**config.mk**
```make
export PLATFORM = sky130hd
export DESIGN_NAME = mem_access_unit_flat
export DESIGN_NICKNAME = d
export VERILOG_FILES = /design/src/rtl/mem_access_if.sv /design/src/rtl/mem_access_unit.sv /design/src/flat_wrapper.sv
export SDC_FILE = /design/constraint.sdc
export NUM_CORES = 1
export LEC_CHECK = 0
export CAP_MARGIN = 20
export CORE_ASPECT_RATIO = 1.75
export CORE_MARGIN = 2
export CORE_UTILIZATION = 25
export DETAILED_ROUTE_END_ITERATION = 10
export MAX_ROUTING_LAYER = met4
export PLACE_DENSITY = 0.58
export SLEW_MARGIN = 40
export SYNTH_ARGS = -nofsm -noshare
export SYNTH_HDL_FRONTEND = slang
export SYNTH_SLANG_ARGS = --single-unit
```
**constraint.sdc**
```tcl
create_clock -name clk -period 1.9 [get_ports clk]
set_input_delay 0.38 -clock clk [delete_from_list [all_inputs] [get_ports clk]]
set_output_delay 0.38 -clock clk [all_outputs]
set_load 0.01 [all_outputs]
```
**src/rtl/mem_access_if.sv**
```systemverilog
// MEM-stage request/response and split addr/data bus bundle
// for mem_access_unit.
interface mem_access_if;
  logic        req_valid;
  logic        req_ready;
  logic [5:0]  req_op;
  logic [31:0] req_addr;
  logic [31:0] req_wdata;
  logic        resp_valid;
  logic [31:0] resp_rdata;
  logic [1:0]  resp_err;
  logic        stall;
  logic        bus_req;
  logic        bus_wr;
  logic [1:0]  bus_size;
  logic [31:0] bus_addr;
  logic [3:0]  bus_wstrb;
  logic [31:0] bus_wdata;
  logic        bus_addr_ok;
  logic        bus_data_ok;
  logic [31:0] bus_rdata;

  modport slave (
    input  req_valid, req_op, req_addr, req_wdata,
    input  bus_addr_ok, bus_data_ok, bus_rdata,
    output req_ready, resp_valid, resp_rdata, resp_err, stall,
    output bus_req, bus_wr, bus_size, bus_addr, bus_wstrb, bus_wdata
  );

  modport master (
    output req_valid, req_op, req_addr, req_wdata,
    output bus_addr_ok, bus_data_ok, bus_rdata,
    input  req_ready, resp_valid, resp_rdata, resp_err, stall,
    input  bus_req, bus_wr, bus_size, bus_addr, bus_wstrb, bus_wdata
  );
endinterface

```
**src/rtl/mem_access_unit.sv**
```systemverilog
// Load/store data-memory access unit with bus-timeout watchdog.
// Optional ALIGN_CHECK_EN: misaligned half/word rejected before the bus.
module mem_access_unit #(
  parameter int unsigned TIMEOUT_CYC = 255
) (
  input logic       clk,
  input logic       resetn,
  mem_access_if.slave mif
);

  typedef enum logic [1:0] {IDLE, ADDR, DATA, RESP} state_t;

  localparam logic [7:0] TLAST = 8'(TIMEOUT_CYC - 1);

  state_t     state;
  logic [7:0] cnt;
  logic       ld_uns;

  logic       op_ok;
  logic       op_wr;
  logic       op_uns;
  logic [1:0] op_sz;
  logic       mis;

  always_comb begin
    op_ok  = 1'b1;
    op_wr  = 1'b0;
    op_uns = 1'b0;
    op_sz  = 2'd0;
    unique case (1'b1)
      (mif.req_op == 6'b100000): op_sz = 2'd0;
      (mif.req_op == 6'b100001): op_sz = 2'd1;
      (mif.req_op == 6'b100011): op_sz = 2'd2;
      (mif.req_op == 6'b100100): op_uns = 1'b1;
      (mif.req_op == 6'b100101): begin
        op_uns = 1'b1;
        op_sz  = 2'd1;
      end
      (mif.req_op == 6'b101000): op_wr = 1'b1;
      (mif.req_op == 6'b101001): begin
        op_wr = 1'b1;
        op_sz = 2'd1;
      end
      (mif.req_op == 6'b101011): begin
        op_wr = 1'b1;
        op_sz = 2'd2;
      end
      default: op_ok = 1'b0;
    endcase
  end

`ifdef ALIGN_CHECK_EN
  assign mis = ((op_sz == 2'd1) && mif.req_addr[0]) ||
               ((op_sz == 2'd2) && (mif.req_addr[1:0] != 2'b00));
`else
  assign mis = 1'b0;
`endif

  function automatic logic [3:0] strb_of(
    input logic [1:0] sz,
    input logic [1:0] lo
  );
    unique case (sz)
      2'd0:    strb_of = 4'b0001 << lo;
      2'd1:    strb_of = lo[1] ? 4'b1100 : 4'b0011;
      default: strb_of = 4'b1111;
    endcase
  endfunction

  function automatic logic [31:0] lanes_of(
    input logic [1:0]  sz,
    input logic [31:0] wd
  );
    unique case (sz)
      2'd0:    lanes_of = {4{wd[7:0]}};
      2'd1:    lanes_of = {2{wd[15:0]}};
      default: lanes_of = wd;
    endcase
  endfunction

  // Narrow loads pick their lane from the latched low address bits.
  function automatic logic [31:0] extract(
    input logic [1:0]  sz,
    input logic        uns,
    input logic [1:0]  lo,
    input logic [31:0] w
  );
    logic [7:0]  b;
    logic [15:0] h;
    b = w[{lo, 3'b000} +: 8];
    h = lo[1] ? w[31:16] : w[15:0];
    unique case (sz)
      2'd0:    extract = uns ? {24'd0, b} : {{24{b[7]}}, b};
      2'd1:    extract = uns ? {16'd0, h} : {{16{h[15]}}, h};
      default: extract = w;
    endcase
  endfunction

  assign mif.stall = (state == ADDR) | (state == DATA) |
                     ((state == IDLE) & mif.req_valid & op_ok);

  always_ff @(posedge clk) begin
    if (!resetn) begin
      state          <= IDLE;
      cnt            <= 8'd0;
      ld_uns         <= 1'b0;
      mif.req_ready  <= 1'b1;
      mif.resp_valid <= 1'b0;
      mif.resp_rdata <= 32'd0;
      mif.resp_err   <= 2'b00;
      mif.bus_req    <= 1'b0;
      mif.bus_wr     <= 1'b0;
      mif.bus_size   <= 2'd0;
      mif.bus_addr   <= 32'd0;
      mif.bus_wstrb  <= 4'd0;
      mif.bus_wdata  <= 32'd0;
    end else begin
      mif.resp_valid <= 1'b0;
      unique case (state)
        IDLE: begin
          if (mif.req_valid && op_ok) begin
            mif.req_ready <= 1'b0;
            mif.bus_wr    <= op_wr;
            mif.bus_size  <= op_sz;
            mif.bus_addr  <= mif.req_addr;
            mif.bus_wstrb <= strb_of(op_sz, mif.req_addr[1:0]);
            mif.bus_wdata <= lanes_of(op_sz, mif.req_wdata);
            ld_uns        <= op_uns;
            cnt           <= 8'd0;
            if (mis) begin
              state          <= RESP;
              mif.resp_valid <= 1'b1;
              mif.resp_rdata <= 32'd0;
              mif.resp_err   <= op_wr ? 2'b10 : 2'b01;
            end else begin
              state       <= ADDR;
              mif.bus_req <= 1'b1;
            end
          end
        end
        ADDR: begin
          if (mif.bus_addr_ok) begin
            mif.bus_req <= 1'b0;
            cnt         <= 8'd0;
            state       <= DATA;
          end else if (cnt == TLAST) begin
            mif.bus_req    <= 1'b0;
            mif.resp_valid <= 1'b1;
            mif.resp_rdata <= 32'd0;
            mif.resp_err   <= 2'b11;
            state          <= RESP;
          end else begin
            cnt <= cnt + 8'd1;
          end
        end
        DATA: begin
          if (mif.bus_data_ok) begin
            mif.resp_valid <= 1'b1;
            mif.resp_err   <= 2'b00;
            mif.resp_rdata <= mif.bus_wr ? 32'd0 :
              extract(mif.bus_size, ld_uns,
                      mif.bus_addr[1:0], mif.bus_rdata);
            state          <= RESP;
          end else if (cnt == TLAST) begin
            mif.resp_valid <= 1'b1;
            mif.resp_rdata <= 32'd0;
            mif.resp_err   <= 2'b11;
            state          <= RESP;
          end else begin
            cnt <= cnt + 8'd1;
          end
        end
        RESP: begin
          mif.req_ready <= 1'b1;
          state         <= IDLE;
        end
        default: state <= IDLE;
      endcase
    end
  end

endmodule

```
**src/flat_wrapper.sv**
```systemverilog
// flat-port wrapper written by rule: the top's interface ports become plain ports
module mem_access_unit_flat 
#(
  parameter int unsigned TIMEOUT_CYC = 255
)
  (clk, resetn, mif_req_valid, mif_req_op, mif_req_addr, mif_req_wdata, mif_bus_addr_ok, mif_bus_data_ok, mif_bus_rdata, mif_req_ready, mif_resp_valid, mif_resp_rdata, mif_resp_err, mif_stall, mif_bus_req, mif_bus_wr, mif_bus_size, mif_bus_addr, mif_bus_wstrb, mif_bus_wdata);
  mem_access_if mif_i ();
  input logic clk;
  input logic resetn;
  input wire logic [$bits(mif_i.req_valid)-1:0] mif_req_valid;
  input wire logic [$bits(mif_i.req_op)-1:0] mif_req_op;
  input wire logic [$bits(mif_i.req_addr)-1:0] mif_req_addr;
  input wire logic [$bits(mif_i.req_wdata)-1:0] mif_req_wdata;
  input wire logic [$bits(mif_i.bus_addr_ok)-1:0] mif_bus_addr_ok;
  input wire logic [$bits(mif_i.bus_data_ok)-1:0] mif_bus_data_ok;
  input wire logic [$bits(mif_i.bus_rdata)-1:0] mif_bus_rdata;
  output wire logic [$bits(mif_i.req_ready)-1:0] mif_req_ready;
  output wire logic [$bits(mif_i.resp_valid)-1:0] mif_resp_valid;
  output wire logic [$bits(mif_i.resp_rdata)-1:0] mif_resp_rdata;
  output wire logic [$bits(mif_i.resp_err)-1:0] mif_resp_err;
  output wire logic [$bits(mif_i.stall)-1:0] mif_stall;
  output wire logic [$bits(mif_i.bus_req)-1:0] mif_bus_req;
  output wire logic [$bits(mif_i.bus_wr)-1:0] mif_bus_wr;
  output wire logic [$bits(mif_i.bus_size)-1:0] mif_bus_size;
  output wire logic [$bits(mif_i.bus_addr)-1:0] mif_bus_addr;
  output wire logic [$bits(mif_i.bus_wstrb)-1:0] mif_bus_wstrb;
  output wire logic [$bits(mif_i.bus_wdata)-1:0] mif_bus_wdata;
  assign mif_i.req_valid = mif_req_valid;
  assign mif_i.req_op = mif_req_op;
  assign mif_i.req_addr = mif_req_addr;
  assign mif_i.req_wdata = mif_req_wdata;
  assign mif_i.bus_addr_ok = mif_bus_addr_ok;
  assign mif_i.bus_data_ok = mif_bus_data_ok;
  assign mif_i.bus_rdata = mif_bus_rdata;
  assign mif_req_ready = mif_i.req_ready;
  assign mif_resp_valid = mif_i.resp_valid;
  assign mif_resp_rdata = mif_i.resp_rdata;
  assign mif_resp_err = mif_i.resp_err;
  assign mif_stall = mif_i.stall;
  assign mif_bus_req = mif_i.bus_req;
  assign mif_bus_wr = mif_i.bus_wr;
  assign mif_bus_size = mif_i.bus_size;
  assign mif_bus_addr = mif_i.bus_addr;
  assign mif_bus_wstrb = mif_i.bus_wstrb;
  assign mif_bus_wdata = mif_i.bus_wdata;
  mem_access_unit #(.TIMEOUT_CYC(TIMEOUT_CYC)) u_core (.clk(clk), .resetn(resetn), .mif(mif_i));
endmodule
```
==> summary.md, run 1 <==
| Metric | Value |
|---|---|
| DRT antenna net count | `0` |
| Global Route Usage Sum | `17.81%` |
| Violated checks | `design-rule violations, negative setup slack` |
| Clock latency on the worst-skew pair | `between 0.4 and 0.5 ns` |
| Syn nets | `734` |
| Hold Vio Cnt, Final | `0` |
| Dominant cell type by area after synthesis | `dfxtp_1` |
| Synth cell types | `51` |
| Critical path class | `input port to output pin` |
| Global-route wire length before repair | `29770 µm` |
| TritonCTS buffer count | `17` |
| TritonCTS clock tree | `yes` |
| Max Freq | `468.9 MHz` |
| Clock Skews | `0.009911 ns` |
| Async S/R FF share, synth | `0%` |
| Initial antenna violation count | `0` |
| Avg Cell Area, Syn | `8.399 µm²` |
| Routability Congestion | `between 0.8 and 0.9` |
| Die width | `~110 µm` |
| Seq cells post-synth | `roughly 120` |
| Critical Path Source | `mif_req_op[4]` |
| Mapped Cells | `approximately 620` |
| Reg-to-Reg End | `u_core.mif.req_ready` |
| VDD IR max | `around 0.44 mV` |
| Die area | `22010 µm²` |
| Post-synth EDFFs | `0` |
| Pwr Total | `slightly below 8000 µW` |
| YS warnings | `0` |
| Share of the synthesized area in the top cell type | `between 40% and 50%` |
| Largest net degree at the start of global routing | `49` |
| Final critical-path required period | `2.133 ns` |
| PD cells | `around 900 nW/µm²` |
| Final-layout fill cell count | `around 2000` |
| H-tree lvl count | `4` |
| Ranking of synthesized cells by area | `dfxtp_1 (46%), nand2_1 (8.4%), a21oi_1 (6.6%)` |
| RSZ-0062 raised after global routing | `true` |
| Vias in the first global route | `5584` |
| GRT overflow | `0` |
| Worst-margin pin slew | `0.5586 ns` |
| Clk sinks | `~120` |
| WP data arrival | `roughly 1.8 ns` |
| Post-Synthesis Cell Area | `roughly 5200 µm²` |
| P&R area growth vs syn | `73.26%` |
| PortBufs | `between 200 and 250` |
| I/O Pins | `216` |
| Row cnt | `slightly below 70` |
| Dpl hpwl | `14210 µm` |
| Design Area, Final | `9007 µm²` |
| Worst Hold Path Cells | `1` |
| Hold buffer count at cts | `0` |
| Via density per instance | `slightly below 5` |
| Wire per inst | `17.03 µm` |
| Worst Path Max Fanout | `2` |
| Die Ht | `around 190 µm` |
| Final-stage net count | `1001` |
| Drt initial violations | `between 200 and 300` |
| Ant diodes | `0` |
| Total Routed Length | `19510 µm` |
| FF-to-FF path depth | `6` |
| Final period util | `112.3%` |
| Slew Limit Fails | `0` |
| Main synth FF type | `dfxtp_1` |
| Rel. slew slack | `between 60% and 70%` |
| Register area share after synthesis | `a little under half` |
| R2r setup slk | `-0.03 ns` |
| Total number of vias | `between 5000 and 6000` |
| Commonest cells in the netlist | `dfxtp_1 (119), nand2_1 (116), a21oi_1 (69), o21ai_0 (53), nor2_1 (36)` |
| 1st-pass router iterations | `8` |
| Starting Density | `between 20% and 30%` |
| DRC errors left | `14` |
| Count leader, synth | `dfxtp_1` |
| Core area | `just over 20000 µm²` |
| Crit. End Element | `output pin` |
| Startpoint types | `input port` |
| Dpl cell area | `8090 µm²` |
| Final worst setup slack | `-0.2328 ns` |
| CTS max path bufs | `2` |
| Hold WC Path Type | `flip-flop to flip-flop` |
| Hold path startpoint | `u_core.mif.resp_rdata[10]` |
| Share of cells above drive strength 1 | `a little under a fifth` |
| Clk slew on worst S/H paths | `~0.060 ns` |
| Required time of the critical path | `1.52 ns` |
| Status | `complete, but fails checks` |
| Max cap viols | `0` |
| Worst r2r src | `u_core.state[1]` |
| Leak pwr | `~0.0034 µW` |
| Hold Path Sink | `u_core.mif.resp_rdata[10]` |
| Final Setup Violations | `3` |
| Clk Tree Root Cell | `clkbuf_16` |
[layer usage]
layer  global-route usage [%]  wire length, µm  vias up
met1                    18.49             7299     2597
met3                    3.804              928       34
met4                    8.582              714        0
met5                        -                0        -
met2                    31.51            10570      171
li1                         -                -     2731
[metrics by stage]
step                      std cells  worst slack [ns]  setup TNS [ns]  util (%)  hold WS, ns
final                          1146           -0.2328         -0.3169     44.21       0.4485
after floorplan                 619           0.01549               0         -       0.4691
after global placement         1106           -0.8816          -45.69     39.71       0.4336
after global routing           1146           -0.3081         -0.9900     44.21       0.4733
after CTS                      1140           -0.2462         -0.3944     43.27       0.4526
after detailed placement       1106           -0.9004          -47.99     39.71       0.4387
[cell type report]
cell class | count | area [µm²] | area share [%]
multi-input combinational | 440 | 2754 | 30.57
timing repair buffer | 293 | 2892 | 32.10
clock buffer | 23 | 488.0 | 5.417
clock inverter | 8 | 120.1 | 1.334
sequential | 119 | 2387 | 26.50
tap | 248 | 310.3 | 3.445
inverter | 15 | 56.30 | 0.6251
[critical path, stage by stage]
cell and delay (ns):
clkdlybuf4s50_1 0.42, nand2b_1 0.19, or4b_4 0.55, nand2b_1 0.08, buf_2 0.14
[kinds of logic (layout without fill, tap and decap cells)]
logic type | after synthesis | in the layout | share of synthesized area (%)
muxes | 17 | 17 | 3.706
buffers and inverters | 60 | 339 | 4.837
AOI/OAI and AO/OA | 223 | 223 | 27.48
and+or+nand+nor | 192 | 192 | 16.22
adders and majority gates | 8 | 8 | 1.925
DFF | 119 | 119 | 45.82
[power breakdown]
part           internal [µW]  switching, µW  leakage, µW
logic                    999            815      0.00210
clock network           2190           1140     0.000295
registers               2660           84.6     0.000964
total                   5850           2040      0.00336
[cells in the final DEF (no fill, tap or decap), types with 6 or more instances in the layout]
| cell | instances |
|---|---|
| clkdlybuf4s50_1 | 210 |
| inv_1 | 12 |
| a21o_1 | 9 |
| clkbuf_16 | 20 |
| ha_1 | 6 |
| dfxtp_1 | 115 |
| nand2b_1 | 10 |
| mux2i_1 | 7 |
| a31oi_1 | 18 |
| mux2_2 | 8 |
| nor2_1 | 32 |
| a221oi_2 | 6 |
| a22oi_1 | 8 |
| o2bb2ai_1 | 23 |
| a211oi_1 | 6 |
| a21oi_1 | 69 |
| o21ai_0 | 50 |
| buf_4 | 63 |
| nand2_1 | 113 |
| buf_12 | 6 |
[flip-flops by register name (all words and copies together) (netlist names)]
name / flops
u_core.cnt: 8
u_core.ld_uns: 1
u_core.mif.bus_addr: 32
u_core.mif.bus_req: 1
u_core.mif.bus_size: 2
u_core.mif.bus_wdata: 32
u_core.mif.bus_wr: 1
u_core.mif.bus_wstrb: 4
u_core.mif.req_ready: 1
u_core.mif.resp_err: 2
u_core.mif.resp_rdata: 32
u_core.mif.resp_valid: 1
u_core.state: 2
[how the worst max path moves through the flow]
stage	endpoint	slack (ns)
after detailed placement	mif_stall	-0.90
after floorplan	mif_stall	0.02
after CTS	mif_stall	-0.25
after global routing	mif_stall	-0.31
final	mif_stall	-0.23
after global placement	mif_stall	-0.88
[timing repair]
action,CTS,global route
setup endpoints to repair,69,86
gates resized for setup,34,25
buffers inserted,3,2
pin swaps,6,10
cloned,0,4
No activity file was read; power rests on OpenSTA's default activity.
==> run 2: changes to the inputs <==
--- a/config.mk
+++ b/config.mk
@@ -6,12 +6,11 @@
 export NUM_CORES = 1
 export LEC_CHECK = 0
 export CAP_MARGIN = 20
-export CORE_ASPECT_RATIO = 1.75
 export CORE_MARGIN = 2
 export CORE_UTILIZATION = 25
 export DETAILED_ROUTE_END_ITERATION = 10
 export MAX_ROUTING_LAYER = met4
-export PLACE_DENSITY = 0.58
+export PLACE_DENSITY_LB_ADDON = 0.25
 export SLEW_MARGIN = 40
 export SYNTH_ARGS = -nofsm -noshare
 export SYNTH_HDL_FRONTEND = slang
==> run 2 against run 1 <==
  * Non-clock buffer count is 6 lower
  * Largest power group unchanged
  * Register-to-register slack hardly changed
  * Maximum frequency is 1.6% higher
  * Power is 1.9% lower
  * Sequential power hardly changed
  * Final cell count is 1.5% higher
  * Flip-flop and latch count stayed put
  * Global-route usage is 1.3 points lower
  * Die area is 0.21% lower
  * Sequential share of layout area is 0.37 points higher
  * Design area is 1.4% lower
  * The run ends with negative setup slack left
  * Core utilization is 0.45 points lower
==> summary.md, run 2 (synthesis gave the netlist of run 1 again) <==
| Metric | Value |
|---|---|
| Startpoint types | `flip-flop` |
| Global Route Usage Sum | `16.48% (-1.3 points)` |
| VDD IR max | `0.5179 mV (+18%)` |
| PD cells | `871.3 nW/µm² (-0.53%)` |
| Layout Utilization | `43.76% (-0.45 points)` |
| TritonCTS clock tree | `yes` |
| Leak pwr | `0.003337 µW (-0.79%)` |
| Initial antenna violation count | `0 (unchanged)` |
| Rel. slew slack | `62.42% (-0.34 points)` |
| P&R area growth vs syn | `70.88%` |
| Total number of vias | `5326 (-3.7%)` |
| Die area | `21960 µm² (-0.21%)` |
| Critical path class | `flip-flop to output pin` |
| Total Routed Length | `17460 µm (-11%)` |
| Violated checks | `negative setup slack` |
| Worst Hold Path Cells | `2 (+1)` |
| Final critical-path required period | `2.098 ns (-0.03452 ns)` |
| Post-route insts no fill | `1163 (+1.5%)` |
| DRC errors left | `0 (-14)` |
| Share of cells above drive strength 1 | `16.69% (-1.4 points)` |
| Clk sinks | `119 (unchanged)` |
| WP data arrival | `1.72 ns (-0.03 ns)` |
| Clk Tree Root Cell | `clkbuf_16` |
| Row cnt | `52 (-25%)` |
| FF-to-FF path depth | `6 (unchanged)` |
| GRT overflow | `0 (unchanged)` |
| Routability Congestion | `0.7909 (-5.8%)` |
| TritonCTS buffer count | `17 (unchanged)` |
| Status | `complete, but fails checks` |
| Clock latency on the worst-skew pair | `0.41 ns (about the same)` |
| Final Setup Violations | `4 (+1)` |
| Hold WC Path Type | `flip-flop to flip-flop` |
| Final period util | `110.4% (-1.8 points)` |
| Core area | `20300 µm² (-0.37%)` |
| Wire per inst | `15.01 µm (-12%)` |
| Starting Density | `25.61% (+0.094 points)` |
| H-tree lvl count | `4 (unchanged)` |
| Die Ht | `148.2 µm (-24%)` |
| I/O Pins | `216 (unchanged)` |
| RSZ-0062 raised after global routing | `true` |
| Crit. End Element | `output pin` |
| Largest net degree at the start of global routing | `49 (unchanged)` |
| Placed cells | `1130 (+2.2%)` |
| Worst slack at placement | `-0.7526 ns (+0.1478 ns)` |
| Max Freq | `476.6 MHz (+1.6%)` |
| Drt initial violations | `222 (-22%)` |
| Dpl cell area | `8145 µm² (+0.68%)` |
| Clock Skews | `0.007762 ns (-0.002149 ns)` |
| Hold Vio Cnt, Final | `0 (unchanged)` |
| Final-layout fill cell count | `2039 (+0.39%)` |
| Most frequent cells in the layout | `clkdlybuf4s50_1 (207), nand2_1 (116), dfxtp_1 (115)` |
| Die width | `148.2 µm (+31%)` |
| Slew Limit Fails | `0 (unchanged)` |
| Footprint of the multi-input gates | `2696 µm² (-2.1%)` |
| PortBufs | `215 (unchanged)` |
| Commonest non-fill, non-tap cell in the layout | `clkdlybuf4s50_1` |
| Area occupied by registers | `2387 µm² (unchanged)` |
| Global-route wire length before repair | `27900 µm (-6.3%)` |
| Dpl hpwl | `12740 µm (-10%)` |
| Hold buffer count at cts | `0 (unchanged)` |
| Design Area, Final | `8884 µm² (-1.4%)` |
| Worst Path Max Fanout | `2 (unchanged)` |
| Max cap viols | `0 (unchanged)` |
| Required time of the critical path | `1.52 ns (about the same)` |
| Vias in the first global route | `5305 (-5.0%)` |
| Clk slew on worst S/H paths | `0.06 ns (about the same)` |
| DRT antenna net count | `0 (unchanged)` |
| 1st-pass router iterations | `4 (-4)` |
| CTS max path bufs | `2 (unchanged)` |
| Largest regs | `u_core.mif.bus_addr x32, u_core.mif.bus_wdata x32, u_core.mif.resp_rdata x32` |
| Ant diodes | `0 (unchanged)` |
| Worst-margin pin slew | `0.5637 ns (+0.005100 ns)` |
| Final worst setup slack | `-0.1983 ns (+0.03452 ns)` |
| Fin Setup TNS | `-0.2324 ns (+0.08447 ns)` |
| Via density per instance | `4.580 (-5.1%)` |
| Final-stage net count | `995 (-0.60%)` |
## run 2: changes by cell type in the layout (fill, tap and decap cells not counted), sizes merged
cell	before	now
dlygate4sd2	4	3
dlymetal6s2s	0	4
clkbuf	26	20
clkdlybuf4s50	210	207
clkinv	3	7
buf	76	73
## run 2: where the power goes
part | internal [µW] | switching [µW] | leakage (µW) | total (µW)
registers | 2660 | 86.8 | 0.000964 | 2750
clock network | 2130 | 1190 | 0.000296 | 3310
logic | 944 | 737 | 0.00208 | 1680
## run 2: path summary, 6_finish.rpt
path                                         startpoint                 endpoint  slack, ns
worst max-delay path                    u_core.state[0]                mif_stall      -0.20
worst min-delay path            u_core.mif.bus_addr[25]  u_core.mif.bus_addr[25]       0.45
worst max register to register          u_core.state[0]     u_core.mif.req_ready      -0.03
worst min register to register  u_core.mif.bus_addr[25]  u_core.mif.bus_addr[25]       0.45
## run 2: metrics by stage
step | total power (µW) | hold WS, ns
finish | 7740 | 0.4499
global route | 8123 | 0.4692
CTS | 7827 | 0.4546
detailed placement | 4416 | 0.4410
global placement | 4416 | 0.4348
floorplan | 3435 | 0.4691
## run 2: what timing repair did
action                     4_1_cts  5_1_grt
pin swaps                        7        5
setup endpoints to repair       55       26
buffers inserted                 0        1
gates resized for setup         23       17
## run 2: critical path, stage by stage, from the launching register on
cell      delay, ns
dfxtp_2        0.32
inv_2          0.07
ha_4           0.14
and2_4         0.13
or4b_4         0.45
nand2b_1       0.08
buf_2          0.12
## run 2: cell type report
class | count | share of cell area, %
repair buffers | 287 | 31.49
multi-input cells | 440 | 30.35
flip-flops and latches | 119 | 26.87
clock buffers | 20 | 5.141
well taps | 270 | 3.803
clock inverters | 12 | 1.704
inverters | 15 | 0.6338
## run 2: routing by layer
layer | vias to the layer above | wire length, µm | share of wire, % | GRT usage [%]
met4 | 0 | 188 | 1.1 | 3.905
met3 | 13 | 1267 | 7.3 | 6.135
met1 | 2442 | 7849 | 45 | 19.97
met2 | 147 | 8155 | 47 | 26.13
li1 | 2724 | - | - | -
met5 | - | 0 | 0 | -
